## config.mk

```make
export PLATFORM = sky130hd
export DESIGN_NAME = instr_ram_b_arbiter
export DESIGN_NICKNAME = d
export VERILOG_FILES = /design/src/rtl/instr_ram_arb_pkg.sv /design/src/rtl/instr_ram_b_arbiter_rr_arb2.sv /design/src/rtl/instr_ram_b_arbiter.sv
export SDC_FILE = /design/constraint.sdc
export NUM_CORES = 1
export LEC_CHECK = 0
export ABC_AREA = 1
export CORE_AREA = 4 4 100 102
export CTS_CLUSTER_DIAMETER = 150
export DETAILED_ROUTE_END_ITERATION = 16
export DIE_AREA = 0 0 104 106
export DONT_BUFFER_PORTS = 1
export GPL_TIMING_DRIVEN = 0
export MAX_ROUTING_LAYER = met4
export PLACE_DENSITY = 0.75
export SKIP_LAST_GASP = 1
export SLEW_MARGIN = 15
export SYNTH_ARGS = -nofsm -noshare
export SYNTH_HDL_FRONTEND = slang
export SYNTH_SLANG_ARGS = --single-unit
```

## constraint.sdc

```tcl
create_clock -name clk -period 1.3 [get_ports clk]
set_input_delay 0.065 -clock clk [delete_from_list [all_inputs] [get_ports clk]]
set_output_delay 0.065 -clock clk [all_outputs]
set_load 0.01 [all_outputs]
```

## src/rtl/instr_ram_arb_pkg.sv

```systemverilog
// Shared types and constants for the instruction BRAM port-B arbiter.
// Holds the sequencer state encoding and the requester identifiers.
package instr_ram_arb_pkg;

  localparam int LINE_WORDS_DEF = 8;
  localparam int OFFS_W         = $clog2(LINE_WORDS_DEF);

  typedef enum logic [2:0] {
    IDLE,
    DBG_ISSUE,
    DBG_RESP,
    FILL_ISSUE,
    FILL_DRAIN
  } state_t;

  typedef enum logic {
    DBG  = 1'b0,
    FILL = 1'b1
  } req_id_t;

endpackage

```

## src/rtl/instr_ram_b_arbiter_rr_arb2.sv

```systemverilog
// Two-input round-robin arbiter: on a tie, the requester not served last wins.
// The last-grant register only moves when a grant is actually taken.
module rr_arb2
  import instr_ram_arb_pkg::*;
(
  input  logic clk,
  input  logic rst,
  input  logic req_dbg,
  input  logic req_fill,
  input  logic update,
  output logic gnt_dbg,
  output logic gnt_fill
);

  req_id_t last_reg;

  always_comb begin
    gnt_dbg  = req_dbg  && (!req_fill || (last_reg == FILL));
    gnt_fill = req_fill && (!req_dbg  || (last_reg == DBG));
  end

  // Reset to FILL so debug wins the first tie.
  always_ff @(posedge clk) begin
    if (rst) begin
      last_reg <= FILL;
    end else if (update && (gnt_dbg || gnt_fill)) begin
      last_reg <= gnt_dbg ? DBG : FILL;
    end
  end

endmodule

```

## src/rtl/instr_ram_b_arbiter.sv

```systemverilog
// Port-B sequencer for the instruction BRAM: single-word debug accesses and
// uninterruptible line-refill bursts, arbitrated round-robin in IDLE.
module instr_ram_b_arbiter
  import instr_ram_arb_pkg::*;
#(
  parameter int LINE_WORDS = LINE_WORDS_DEF
) (
  input  logic                          clk,
  input  logic                          rst,
  input  logic                          dbg_req,
  input  logic                          dbg_we,
  input  logic [29:0]                   dbg_addr,
  input  logic [31:0]                   dbg_wdata,
  output logic                          dbg_gnt,
  output logic                          dbg_rvalid,
  output logic [31:0]                   dbg_rdata,
  input  logic                          fill_req,
  input  logic [29:0]                   fill_addr,
  output logic                          fill_ack,
  output logic                          fill_rvalid,
  output logic [31:0]                   fill_rdata,
  output logic [$clog2(LINE_WORDS)-1:0] fill_idx,
  output logic                          fill_done,
  output logic                          ram_web,
  output logic [29:0]                   ram_addrb,
  output logic [31:0]                   ram_dinb,
  input  logic [31:0]                   ram_doutb
);

  localparam int CNT_W  = $clog2(LINE_WORDS);
  localparam int LINE_W = 30 - CNT_W;
  localparam logic [CNT_W-1:0] CNT_LAST = CNT_W'(LINE_WORDS - 1);

  state_t              state_reg;
  logic [CNT_W-1:0]    cnt_reg;
  logic [CNT_W-1:0]    fill_idx_reg;
  logic                fill_rvalid_reg;
  logic [29:0]         dbg_addr_reg;
  logic [31:0]         dbg_wdata_reg;
  logic                dbg_we_reg;
  logic [LINE_W-1:0]   line_reg;
  logic                gnt_dbg;
  logic                gnt_fill;
  logic                in_idle;
  logic                unused_fill_offs;

  // The line offset comes from cnt, so the requester's low bits are dropped.
  assign unused_fill_offs = ^fill_addr[CNT_W-1:0];
  assign in_idle          = (state_reg == IDLE);

  rr_arb2 u_arb (
    .clk      (clk),
    .rst      (rst),
    .req_dbg  (dbg_req),
    .req_fill (fill_req),
    .update   (in_idle),
    .gnt_dbg  (gnt_dbg),
    .gnt_fill (gnt_fill)
  );

  always_ff @(posedge clk) begin
    if (rst) begin
      state_reg       <= IDLE;
      cnt_reg         <= '0;
      fill_idx_reg    <= '0;
      fill_rvalid_reg <= 1'b0;
      dbg_addr_reg    <= '0;
      dbg_wdata_reg   <= '0;
      dbg_we_reg      <= 1'b0;
      line_reg        <= '0;
    end else begin
      // Read data trails the address by one cycle, so valid/idx do too.
      fill_rvalid_reg <= (state_reg == FILL_ISSUE);
      fill_idx_reg    <= cnt_reg;
      case (state_reg)
        IDLE: begin
          if (gnt_dbg) begin
            dbg_addr_reg  <= dbg_addr;
            dbg_wdata_reg <= dbg_wdata;
            dbg_we_reg    <= dbg_we;
            state_reg     <= DBG_ISSUE;
          end else if (gnt_fill) begin
            line_reg  <= fill_addr[29:CNT_W];
            cnt_reg   <= '0;
            state_reg <= FILL_ISSUE;
          end
        end
        DBG_ISSUE: state_reg <= DBG_RESP;
        DBG_RESP:  state_reg <= IDLE;
        FILL_ISSUE: begin
          if (cnt_reg == CNT_LAST) begin
            cnt_reg   <= '0;
            state_reg <= FILL_DRAIN;
          end else begin
            cnt_reg <= cnt_reg + 1'b1;
          end
        end
        FILL_DRAIN: state_reg <= IDLE;
        default:    state_reg <= IDLE;
      endcase
    end
  end

  always_comb begin
    dbg_gnt     = 1'b0;
    dbg_rvalid  = 1'b0;
    dbg_rdata   = '0;
    fill_ack    = 1'b0;
    ram_web     = 1'b0;
    ram_addrb   = '0;
    ram_dinb    = '0;
    case (state_reg)
      DBG_ISSUE: begin
        dbg_gnt   = 1'b1;
        ram_addrb = dbg_addr_reg;
        ram_dinb  = dbg_wdata_reg;
        ram_web   = dbg_we_reg & ~rst;
      end
      DBG_RESP: begin
        dbg_rvalid = 1'b1;
        dbg_rdata  = ram_doutb;
      end
      FILL_ISSUE: begin
        fill_ack  = (cnt_reg == '0);
        ram_addrb = {line_reg, cnt_reg};
      end
      default: ;
    endcase
    fill_rvalid = fill_rvalid_reg;
    fill_rdata  = fill_rvalid_reg ? ram_doutb : '0;
    fill_idx    = fill_rvalid_reg ? fill_idx_reg : '0;
    fill_done   = (state_reg == FILL_DRAIN);
  end

endmodule

```

==> summary.md, run 1 <==
| Metric | Value |
|---|---|
| Status | finished, violations left |
| Violated checks | setup timing |
| Std-Cell Rows | 35 |
| Port Buffers | 0 |
| DRC viols | 0 |
| Worst-case clock skew | 0.0145 ns |
| Initial antenna violation count | 0 |
| Post-synth ARST share | 0 |
| I/O Pins | 264 |
| DR WL met3 | 2.23 mm |
| Area Growth Syn to Fin | 69.6% |
| Final slew viol count | 0 |
| Lkg Pwr | 3.73 nW |
| P per Cell Area | roughly 1500 nW/um2 |
| First-pass GRT wire length | 30.6 mm |
| Post-synthesis cell area | about 4700 um2 |
| Predominant post-synthesis flop cell | dfxtp_1 |
| Via count | 5965 |
| Placed cells | 825 |
| Peak Freq | around 600 MHz |
| EDFF count, synth | 0 |
| RSZ-0062 raised after global routing | true |
| Routed Antenna Nets | 0 |
| Crit path max-delay family | simple AND/OR/NAND/NOR gates |
| Seq/Total Area, Yosys | 0.426 |
| Starting Density | 0.521 |
| CP bufs+invs | 3 |
| Syn Area/Cell | 6.65 um2 |
| Worst-path clk slew | 0.12 ns |
| Nature of the critical path endpoint | register |
| Final setup viols | just under 200 |
| DR iter-0 viols | 649 |
| Max Used Layer | met4 |
| CTS max path bufs | 2 |
| Core Footprint | 9110 um2 |
| Cell taking the most area after synthesis | dfxtp_1 |
| Die area | 11000 um2 |
| Worst R2R Setup Slack | -0.36 ns |
| Die H | 106 um |
| Mapped Cells | 714 |
| CTS Buf Count | 9 |
| Cell mode on critical path | nand2_4 |
| VDD IR-drop max | 0.00122 V |
| Largest net degree at the start of global routing | 19 |
| DP HPWL | between 10 and 15 mm |
| Finished Cell Area | 8050 um2 |
| Yosys warns | 0 |
| Slowest-stage cell, CP | dfxtp_4 |
| Met2 wire length | 12.0 mm |
| Hold WS | 0.0904 ns |
| Hold Path Cell Cnt | 3 |
| Worst hold start | fill_req |
| Syn nets | 846 |
| ANT cells | 0 |
| Vias per inst | 6.08 |
| Clk_lat worst skew | 0.37 ns |
| Max reg flops | 32 |
| Post-Layout Cell Count | 981 |
| CP cell instances | inv_2, nand2_4, nor2_4, nand2_4, buf_4, clkbuf_8, o21ai_1, nor2_1 |
| Post-Route Setup TNS | -36.87 ns |
| Drt wl/cell | 24.1 um |
| Hold Violations, Final | 0 |
| GRT Util Overall | 0.357 |
| Hold WC Path Type | in -> reg |
| RePlAce Congestion | 0.993 |
| Transition time of the tightest slew-check pin | around 0.70 ns |
| Slowest stage delay, CP | around 0.39 ns |
| Area after DPL | 4890 um2 |
| Fillers | 383 |
| WL final | 23.6 mm |
| Clock sinks | 101 |
| Vias in the first global route | 5722 |
| Die width | 104 um |
| H-tree depth | 3 |
| RR Startpoint | state_reg[0] |
| Critical Path Fanout Max | 10 |
| Synth top area cells | dfxtp_1, nor2_1, o21ai_0 |
| Fin crit share | 1.28 |
| Worst hold endpoint | state_reg[2] |
| Count leader, synth | nor2_1 |
| Fraction of layout cells with a size suffix above 1 | 0.316 |
| Synth cell count leaders | nor2_1, inv_1, dfxtp_1, o21ai_0, nand2_1 |
| Worst path arrival time | about 1.9 ns |
| Kind of critical path | reg -> reg |
| Worst setup margin | -0.362 ns |
| Netlist cell types | 24 |
| Setup crit start kind | register |
| GR Overflow Total | 0 |
| Root Driver | clkbuf_8 |
| Yosys reg bits | 101 |
| Reg2reg end | dbg_wdata_reg[31] |
| Metal-1 WL | 7.40 mm |
| Worst EP required | 1.56 ns |
| Min Tclk post-route | about 1.7 ns |
| CTS tree | done |
| Worst slack, placed | -0.327 ns |
| Worst r2r path cells | 8 |
| DRT Pass-1 Iters | 6 |
| Final nets | about 1000 |
| Share of the synthesized area in the top cell type | 0.426 |
| Max Cap Viol | 0 |
| Relative slew slack | 0.530 |
[what timing repair did]
action,CTS,global route
endpoints found under the setup margin,202,226
gates cloned,10,7
hold buffers,92,0
pin swaps,15,19
gates resized for setup,297,111
setup buffers,27,6
hold endpoints to repair,96,0
[per-layer routing]
layer  GRT usage  up-vias
li1            -     2481
met1       0.350     2768
met2       0.652      544
met3      0.0771      172
met4       0.210        0
met5           -        -
[final cells by class]
type,count,area (um2),share of cell area
flip-flops and latches,101,2030,0.253
multi-input cells,454,3020,0.375
repair buffers,140,1630,0.203
clock buffers,10,138,0.0171
plain buffers,44,567,0.0704
well taps,111,139,0.0172
clock inverters,6,51.3,0.00637
inverters,115,473,0.0587
[worst min-delay path, stage by stage]
cell and delay [ns]:
nand3b_1 0.16, o21ai_2 0.09, nor3_2 0.11
[power breakdown]
part	internal (W)	switching [W]	leakage [nW]
clock network	0.000787	0.00126	0.0996
logic	0.00269	0.00324	2.80
registers	0.00370	0.000505	0.836
total	0.00718	0.00500	3.73
[stage by stage]
| stage | util | power (W) |
|---|---|---|
| 2_1_floorplan | - | 0.00603 |
| 3_3_place_gp | 0.536 | 0.00652 |
| 3_5_place_dp | 0.536 | 0.00663 |
| 4_1_cts | 0.826 | 0.0109 |
| 5_1_grt | 0.884 | 0.0126 |
| 6_report | 0.884 | 0.0122 |
[cell families after synthesis]
group	Yosys count	synth area share
AND/OR/NAND/NOR	325	0.267
AO/OA/AOI/OAI	125	0.153
flip-flops	101	0.426
adder cells (fa/ha/maj)	3	0.00791
buffers and inverters	160	0.146
[layout by cell type, fill, tap and decap left out, types with 4 or more instances in the layout]
master and instances:
nor2_1 173, inv_1 104, dfxtp_1 97, dlygate4sd3_1 92, nor2_4 60, nand2_1 50
o21ai_0 36, o21ai_1 29, a22o_4 27, nor2_2 25, o21ai_2 23, clkbuf_8 21
buf_4 20, buf_12 16, buf_6 11, buf_8 11, buf_2 9, o21ai_4 7
inv_2 6, nand2_2 5, clkbuf_16 5, nand3_1 4, bufbuf_16 4
[how the worst max path moves through the flow]
stage	from	slack, ns	depth (start not counted)	to
floorplan	state_reg[2]	0.02	4	dbg_rdata[10]
global placement	state_reg[2]	-0.32	4	dbg_rdata[17]
detailed placement	state_reg[2]	-0.33	4	dbg_rdata[17]
CTS	state_reg[0]	-0.26	4	dbg_rdata[17]
global route	state_reg[0]	-0.43	8	dbg_wdata_reg[31]
finish	state_reg[0]	-0.36	8	dbg_wdata_reg[31]
(Power assumes the default switching activity.)
==> run 2: changes to the inputs <==
--- a/config.mk
+++ b/config.mk
@@ -7,6 +7,7 @@
 export LEC_CHECK = 0
 export ABC_AREA = 1
 export CORE_AREA = 4 4 100 102
+export CTS_BUF_LIST = sky130_fd_sc_hd__clkbuf_4 sky130_fd_sc_hd__clkbuf_8
 export CTS_CLUSTER_DIAMETER = 150
 export DETAILED_ROUTE_END_ITERATION = 16
 export DIE_AREA = 0 0 104 106
==> constraint.sdc (replaced) <==
create_clock -name clk -period 1.3 [get_ports clk]
set_input_delay 0.39 -clock clk [delete_from_list [all_inputs] [get_ports clk]]
set_output_delay 0.39 -clock clk [all_outputs]
set_load 0.01 [all_outputs]
==> run 2 against run 1 <==
Critical path depth up 6. Worst hold slack better by 0.059 ns. Cell count down 8.1%. Critical endpoint is now dbg_wdata_reg[17]. Critical path type unchanged. The run still ends with setup timing left. First-iteration DRC count down 47%. Maximum frequency down 13%.
==> summary.md, run 2 (same netlist as run 1, synthesis figures left out) <==
| Metric | Value |
|---|---|
| Critical Path Start | state_reg[1] (was state_reg[0]) |
| DR iter-0 viols | 342 (was 649) |
| Routed Antenna Nets | 0 (unchanged) |
| Worst-path clk slew | 0.11 ns (was 0.12 ns) |
| Fin crit share | 1.48 (was 1.28) |
| Drt wl/cell | 22.4 um (was 24.1 um) |
| Hold WC Path Type | in -> reg (unchanged) |
| CTS Buf Count | 9 (unchanged) |
| Die H | 106 um (unchanged) |
| Post-Layout Cell Count | 902 (was 981) |
| Initial antenna violation count | 0 (unchanged) |
| Final slew viol count | 0 (unchanged) |
| VDD IR-drop max | 0.000991 V (was 0.00122 V) |
| DRT Pass-1 Iters | 4 (was 6) |
| Clock sinks | 101 (unchanged) |
| Setup crit start kind | register (unchanged) |
| Vias per inst | 5.84 (was 6.08) |
| Root Driver | clkbuf_8 (unchanged) |
| DP HPWL | 11.3 mm (was 11.1 mm) |
| Worst R2R Setup Slack | -0.62 ns (was -0.36 ns) |
| Max reg flops | 32 (unchanged) |
| Worst-case clock skew | 0.0127 ns (was 0.0145 ns) |
| Hold Violations, Final | 0 (unchanged) |
| Peak Freq | 521 MHz (was 602 MHz) |
| Multi-input logic area | 3370 um2 (was 3020 um2) |
| Min Tclk post-route | 1.92 ns (was 1.66 ns) |
| Fillers | 471 (was 383) |
| WP depth | 14 (was 8) |
| Worst r2r path cells | 14 (was 8) |
| Slowest stage delay, CP | 0.37 ns (was 0.39 ns) |
| WL final | 20.2 mm (was 23.6 mm) |
| Final setup viols | 231 (was 195) |
| Area after DPL | 5180 um2 (was 4890 um2) |
| Slowest-stage cell, CP | dfxtp_2 (was dfxtp_4) |
| Clk_lat worst skew | 0.37 ns (about the same) |
| CTS tree | done (unchanged) |
| Placed cells | 825 (unchanged) |
| CTS max path bufs | 2 (unchanged) |
| Violated checks | setup timing (unchanged) |
| Via count | 5270 (was 5965) |
| Total Power | 0.0120 W (was 0.0122 W) |
| Die area | 11000 um2 (unchanged) |
| Worst EP required | 1.55 ns (was 1.56 ns) |
| Critical Path Sink | dbg_wdata_reg[17] (was dbg_wdata_reg[31]) |
| RR Startpoint | state_reg[1] (was state_reg[0]) |
| Reg2reg end | dbg_wdata_reg[17] (was dbg_wdata_reg[31]) |
| Largest net degree at the start of global routing | 18 (was 19) |
| Cell mode on critical path | buf_6 (was nand2_4) |
| P per Cell Area | 1540 nW/um2 (was 1510 nW/um2) |
| Port Buffers | 0 (unchanged) |
| Area Growth Syn to Fin | 64.0% (was 69.6%) |
| Kind of critical path | reg -> reg (unchanged) |
| Most frequent cells in the layout | nor2_1, dfxtp_1, nor2_4 (was nor2_1, inv_1, dfxtp_1) |
| I/O Pins | 264 (unchanged) |
| Std-Cell Rows | 35 (unchanged) |
| Nature of the critical path endpoint | register (unchanged) |
| Hold Buf Count CTS | 0 (was 92) |
| CP cell instances | inv_4, buf_6, buf_6, buf_6, buf_6, nand2_4, nor2_4, buf_12, nand2_8, buf_12, inv_8, buf_8, nor2_1, nor2_1 (was inv_2, nand2_4, nor2_4, nand2_4, buf_4, clkbuf_8, o21ai_1, nor2_1) |
| Lkg Pwr | 3.71 nW (was 3.73 nW) |
| Vias in the first global route | 5108 (was 5722) |
| RSZ-0062 raised after global routing | true (unchanged) |
| Relative slew slack | 0.598 (was 0.530) |
| Starting Density | 0.521 (unchanged) |
| GRT Util Overall | 0.324 (was 0.357) |
| Post-Route Setup TNS | -108.10 ns (was -36.87 ns) |
| DRC viols | 0 (unchanged) |
| Status | finished, violations left (unchanged) |
| FF/Latch Area | 2030 um2 (unchanged) |
| ANT cells | 0 (unchanged) |
| Crit path max-delay family | buffers and inverters (was simple AND/OR/NAND/NOR gates) |
| RePlAce Congestion | 0.953 (was 0.993) |
| Core Footprint | 9110 um2 (unchanged) |
| CP bufs+invs | 9 (was 3) |
| Die width | 104 um (unchanged) |
| H-tree depth | 3 (unchanged) |
| Final nets | 918 (was 997) |
| First-pass GRT wire length | 27.8 mm (was 30.6 mm) |
| Transition time of the tightest slew-check pin | 0.602 ns (was 0.705 ns) |
| Critical Path Fanout Max | 6 (was 10) |
| GR Overflow Total | 0 (unchanged) |
| Worst slack, placed | -0.425 ns (was -0.327 ns) |
| Worst path arrival time | 2.17 ns (was 1.93 ns) |
| Most common cell after layout, fill and taps aside | nor2_1 (unchanged) |
| Finished Cell Area | 7790 um2 (was 8050 um2) |
| Max Cap Viol | 0 (unchanged) |
| Worst setup margin | -0.620 ns (was -0.362 ns) |
| Fraction of layout cells with a size suffix above 1 | 0.461 (was 0.316) |
-- run 2: power by group --
| group | internal [W] | switching (W) | leakage [nW] |
|---|---|---|---|
| clock | 0.000796 | 0.00116 | 0.0915 |
| combinational | 0.00267 | 0.00321 | 2.79 |
| sequential | 0.00370 | 0.000483 | 0.836 |
| total | 0.00717 | 0.00486 | 3.71 |
-- run 2: routing by layer --
layer / share of wire / GRT usage
met4: 0.060 / 0.135
met5: 0 / -
met2: 0.53 / 0.581
met3: 0.072 / 0.0747
met1: 0.34 / 0.347
-- run 2: metrics by stage --
step	utilization	hold slack (ns)
after global routing	0.855	0.141
after floorplan	-	0.429
after global placement	0.569	0.443
after CTS	0.795	0.144
after detailed placement	0.569	0.454
final	0.855	0.149
-- run 2: worst min-delay path by stage --
stage,startpoint,to,slack (ns),cells past startpoint
6_report,dbg_addr[15],dbg_addr_reg[15],0.15,2
5_1_grt,fill_addr[9],line_reg[6],0.14,2
4_1_cts,dbg_addr[15],dbg_addr_reg[15],0.14,2
3_5_place_dp,cnt_reg[0],cnt_reg[0],0.45,1
3_3_place_gp,u_arb.last_reg,u_arb.last_reg,0.44,2
2_1_floorplan,u_arb.last_reg,u_arb.last_reg,0.43,2
-- run 2: worst reg2reg max path, delay by kind of cell (launching register included) --
family	cells	cell delay (ns)
buf+inv	9	0.91
simple gates	5	0.54
flops	1	0.37
-- run 2: timing repair --
action	in CTS	in global routing
setup endpoints to repair	218	230
setup buffers	20	19
pin swaps	60	16
resized for setup	356	119
gates cloned	21	7
-- run 2: area by class of cell --
| cell class | count | area share |
|---|---|---|
| Buffer | 44 | 0.0803 |
| Clock buffer | 11 | 0.0186 |
| Clock inverter | 5 | 0.00562 |
| Inverter | 115 | 0.0710 |
| Multi-Input combinational cell | 455 | 0.432 |
| Sequential cell | 101 | 0.261 |
| Tap cell | 111 | 0.0178 |
| Timing Repair Buffer | 58 | 0.111 |
| Timing Repair inverter | 2 | 0.00225 |
==> run 3: changes to the inputs <==
--- a/config.mk
+++ b/config.mk
@@ -20,3 +20,4 @@
 export SYNTH_ARGS = -nofsm -noshare
 export SYNTH_HDL_FRONTEND = slang
 export SYNTH_SLANG_ARGS = --single-unit
+export TNS_END_PERCENT = 10
==> run 3 against run 2 <==
The run still ends with setup timing left. Worst hold slack improved by 0.0015 ns. Sequential cell count did not move. Power fell by 23%. Wire length fell by 24%. Via count fell by 14%. Die area did not move. First-iteration DRC count fell by 13%. Largest cell class unchanged. Largest power group is now registers.
==> summary.md, run 3 (same netlist as run 1, synthesis figures left out) <==
| Metric | Value |
|---|---|
| Critical Path Fanout Max | 6 (unchanged) |
| Post-Layout Cell Count | 851 (was 902) |
| Final nets | 866 (was 918) |
| Setup crit start kind | register (unchanged) |
| Min Tclk post-route | 1.93 ns (was 1.92 ns) |
| Clk_lat worst skew | 0.37 ns (about the same) |
| Worst R2R Setup Slack | -0.23 ns (was -0.62 ns) |
| Port Buffers | 0 (unchanged) |
| Vias in the first global route | 4481 (was 5108) |
| Fin util | 0.630 (was 0.855) |
| Starting Density | 0.521 (unchanged) |
| RSZ-0062 raised after global routing | true (unchanged) |
| Multi-input logic area | 2450 um2 (was 3370 um2) |
| GR Overflow Total | 0 (unchanged) |
| Die H | 106 um (unchanged) |
| Critical Path Sink | ram_addrb[2] (was dbg_wdata_reg[17]) |
| Final setup viols | 224 (was 231) |
| Critical Path Start | state_reg[2] (was state_reg[1]) |
| Kind of critical path | reg -> out (was reg -> reg) |
| VDD IR-drop max | 0.000963 V (was 0.000991 V) |
| Drt wl/cell | 18.1 um (was 22.4 um) |
| H-tree depth | 3 (unchanged) |
| CTS Buf Count | 9 (unchanged) |
| Peak Freq | 518 MHz (was 521 MHz) |
| P per Cell Area | 1610 nW/um2 (was 1540 nW/um2) |
| Hold Violations, Final | 0 (unchanged) |
| Worst setup margin | -0.629 ns (was -0.620 ns) |
| Most common cell after layout, fill and taps aside | nor2_1 (unchanged) |
| Transition time of the tightest slew-check pin | 0.392 ns (was 0.602 ns) |
| WL final | 15.4 mm (was 20.2 mm) |
| Worst-path clk slew | 0.11 ns (about the same) |
| CTS max path bufs | 2 (unchanged) |
| Worst-case clock skew | 0.0105 ns (was 0.0127 ns) |
| Hold WC Path Type | in -> reg (unchanged) |
| FF/Latch Area | 2030 um2 (about the same) |
| Routed Antenna Nets | 0 (unchanged) |
| RePlAce Congestion | 0.930 (was 0.953) |
| Worst slack, placed | -0.451 ns (was -0.425 ns) |
| Root Driver | clkbuf_8 (unchanged) |
| Fin crit share | 1.48 (about the same) |
| Via count | 4535 (was 5270) |
| Status | finished, violations left (unchanged) |
| DR iter-0 viols | 298 (was 342) |
| DRC viols | 0 (unchanged) |
| Vias per inst | 5.33 (was 5.84) |
| Initial antenna violation count | 1 (was 0) |
| RR Startpoint | state_reg[1] (unchanged) |
| Nature of the critical path endpoint | output port (was register) |
| Area Growth Syn to Fin | 21.0% (was 64.0%) |
| I/O Pins | 264 (unchanged) |
| Die area | 11000 um2 (unchanged) |
| Worst r2r path cells | 8 (was 14) |
| Placed cells | 825 (unchanged) |
| Max reg flops | 32 (unchanged) |
| Worst EP required | 0.91 ns (was 1.55 ns) |
| Final slew viol count | 0 (unchanged) |
| Die width | 104 um (unchanged) |
| CTS tree | done (unchanged) |
| Clock sinks | 101 (unchanged) |
| Fillers | 839 (was 471) |
| DRT Pass-1 Iters | 6 (was 4) |
| Reg2reg end | dbg_addr_reg[22] (was dbg_wdata_reg[17]) |
| Max Cap Viol | 0 (unchanged) |
| Most frequent cells in the layout | nor2_1, inv_1, dfxtp_1 (was nor2_1, dfxtp_1, nor2_4) |
| Violated checks | setup timing (unchanged) |
| Worst path arrival time | 1.54 ns (was 2.17 ns) |
| GRT Util Overall | 0.281 (was 0.324) |
| Largest net degree at the start of global routing | 19 (was 18) |
| Lkg Pwr | 2.85 nW (was 3.71 nW) |
| Fraction of layout cells with a size suffix above 1 | 0.191 (was 0.461) |
| Total Power | 0.00927 W (was 0.0120 W) |
| Post-Route Setup TNS | -81.69 ns (was -108.10 ns) |
| DP HPWL | 11.7 mm (was 11.3 mm) |
| Core Footprint | 9110 um2 (unchanged) |
| First-pass GRT wire length | 23.9 mm (was 27.8 mm) |
| Relative slew slack | 0.739 (was 0.598) |
| Std-Cell Rows | 35 (unchanged) |
[run 3: power breakdown]
part / switching, W / total (W) / internal, W / leakage, nW
registers: 0.000364 / 0.00406 / 0.00370 / 0.835
clock network: 0.00117 / 0.00195 / 0.000784 / 0.0954
logic: 0.00203 / 0.00325 / 0.00122 / 1.92
[run 3: what timing repair did]
item / in CTS / in global routing
endpoints found under the hold margin: 0 / 0
gates resized for setup: 63 / 12
pin swaps: 6 / 1
cloned: 2 / 0
setup endpoints to repair: 222 / 230
buffers inserted: 6 / 1
hold buffers: 0 / 0
[run 3: worst max-delay path, cell delays in order, from the launching register on]
cell       delay [ns]
dfxtp_4          0.38
inv_2            0.09
nand3_4          0.14
inv_6            0.12
bufbuf_16        0.26
nand2_1          0.08
o21ai_4          0.09
[run 3: worst min-delay path by stage]
stage,start,endpoint,cells past startpoint
finish,fill_addr[15],line_reg[12],2
global route,fill_addr[19],line_reg[16],2
CTS,fill_addr[12],line_reg[9],2
detailed placement,u_arb.last_reg,u_arb.last_reg,2
global placement,u_arb.last_reg,u_arb.last_reg,2
floorplan,u_arb.last_reg,u_arb.last_reg,2
[run 3: per-stage QoR]
stage | instance area [um2] | hold WS (ns)
final | 5740 | 0.151
after global placement | 5070 | 0.443
after global routing | 5740 | 0.139
after detailed placement | 5070 | 0.449
after CTS | 5710 | 0.138
after floorplan | 4940 | 0.429
[run 3: cell type report]
cell class,count,share of cell area
timing repair buffer,9,0.0196
clock buffer,10,0.0240
antenna,1,0.000436
inverter,115,0.0778
sequential,101,0.354
tap,111,0.0242
multi-input combinational,453,0.427
clock inverter,6,0.00937
buffer,45,0.0641
[run 3: metal layers]
metal	up-vias	global-route usage	routed length [um]	share of wire
met4	0	0.105	501	0.033
met2	231	0.477	7580	0.49
met5	-	-	0	0
met1	2063	0.296	5610	0.36
met3	36	0.114	1690	0.11
li1	2205	-	-	-
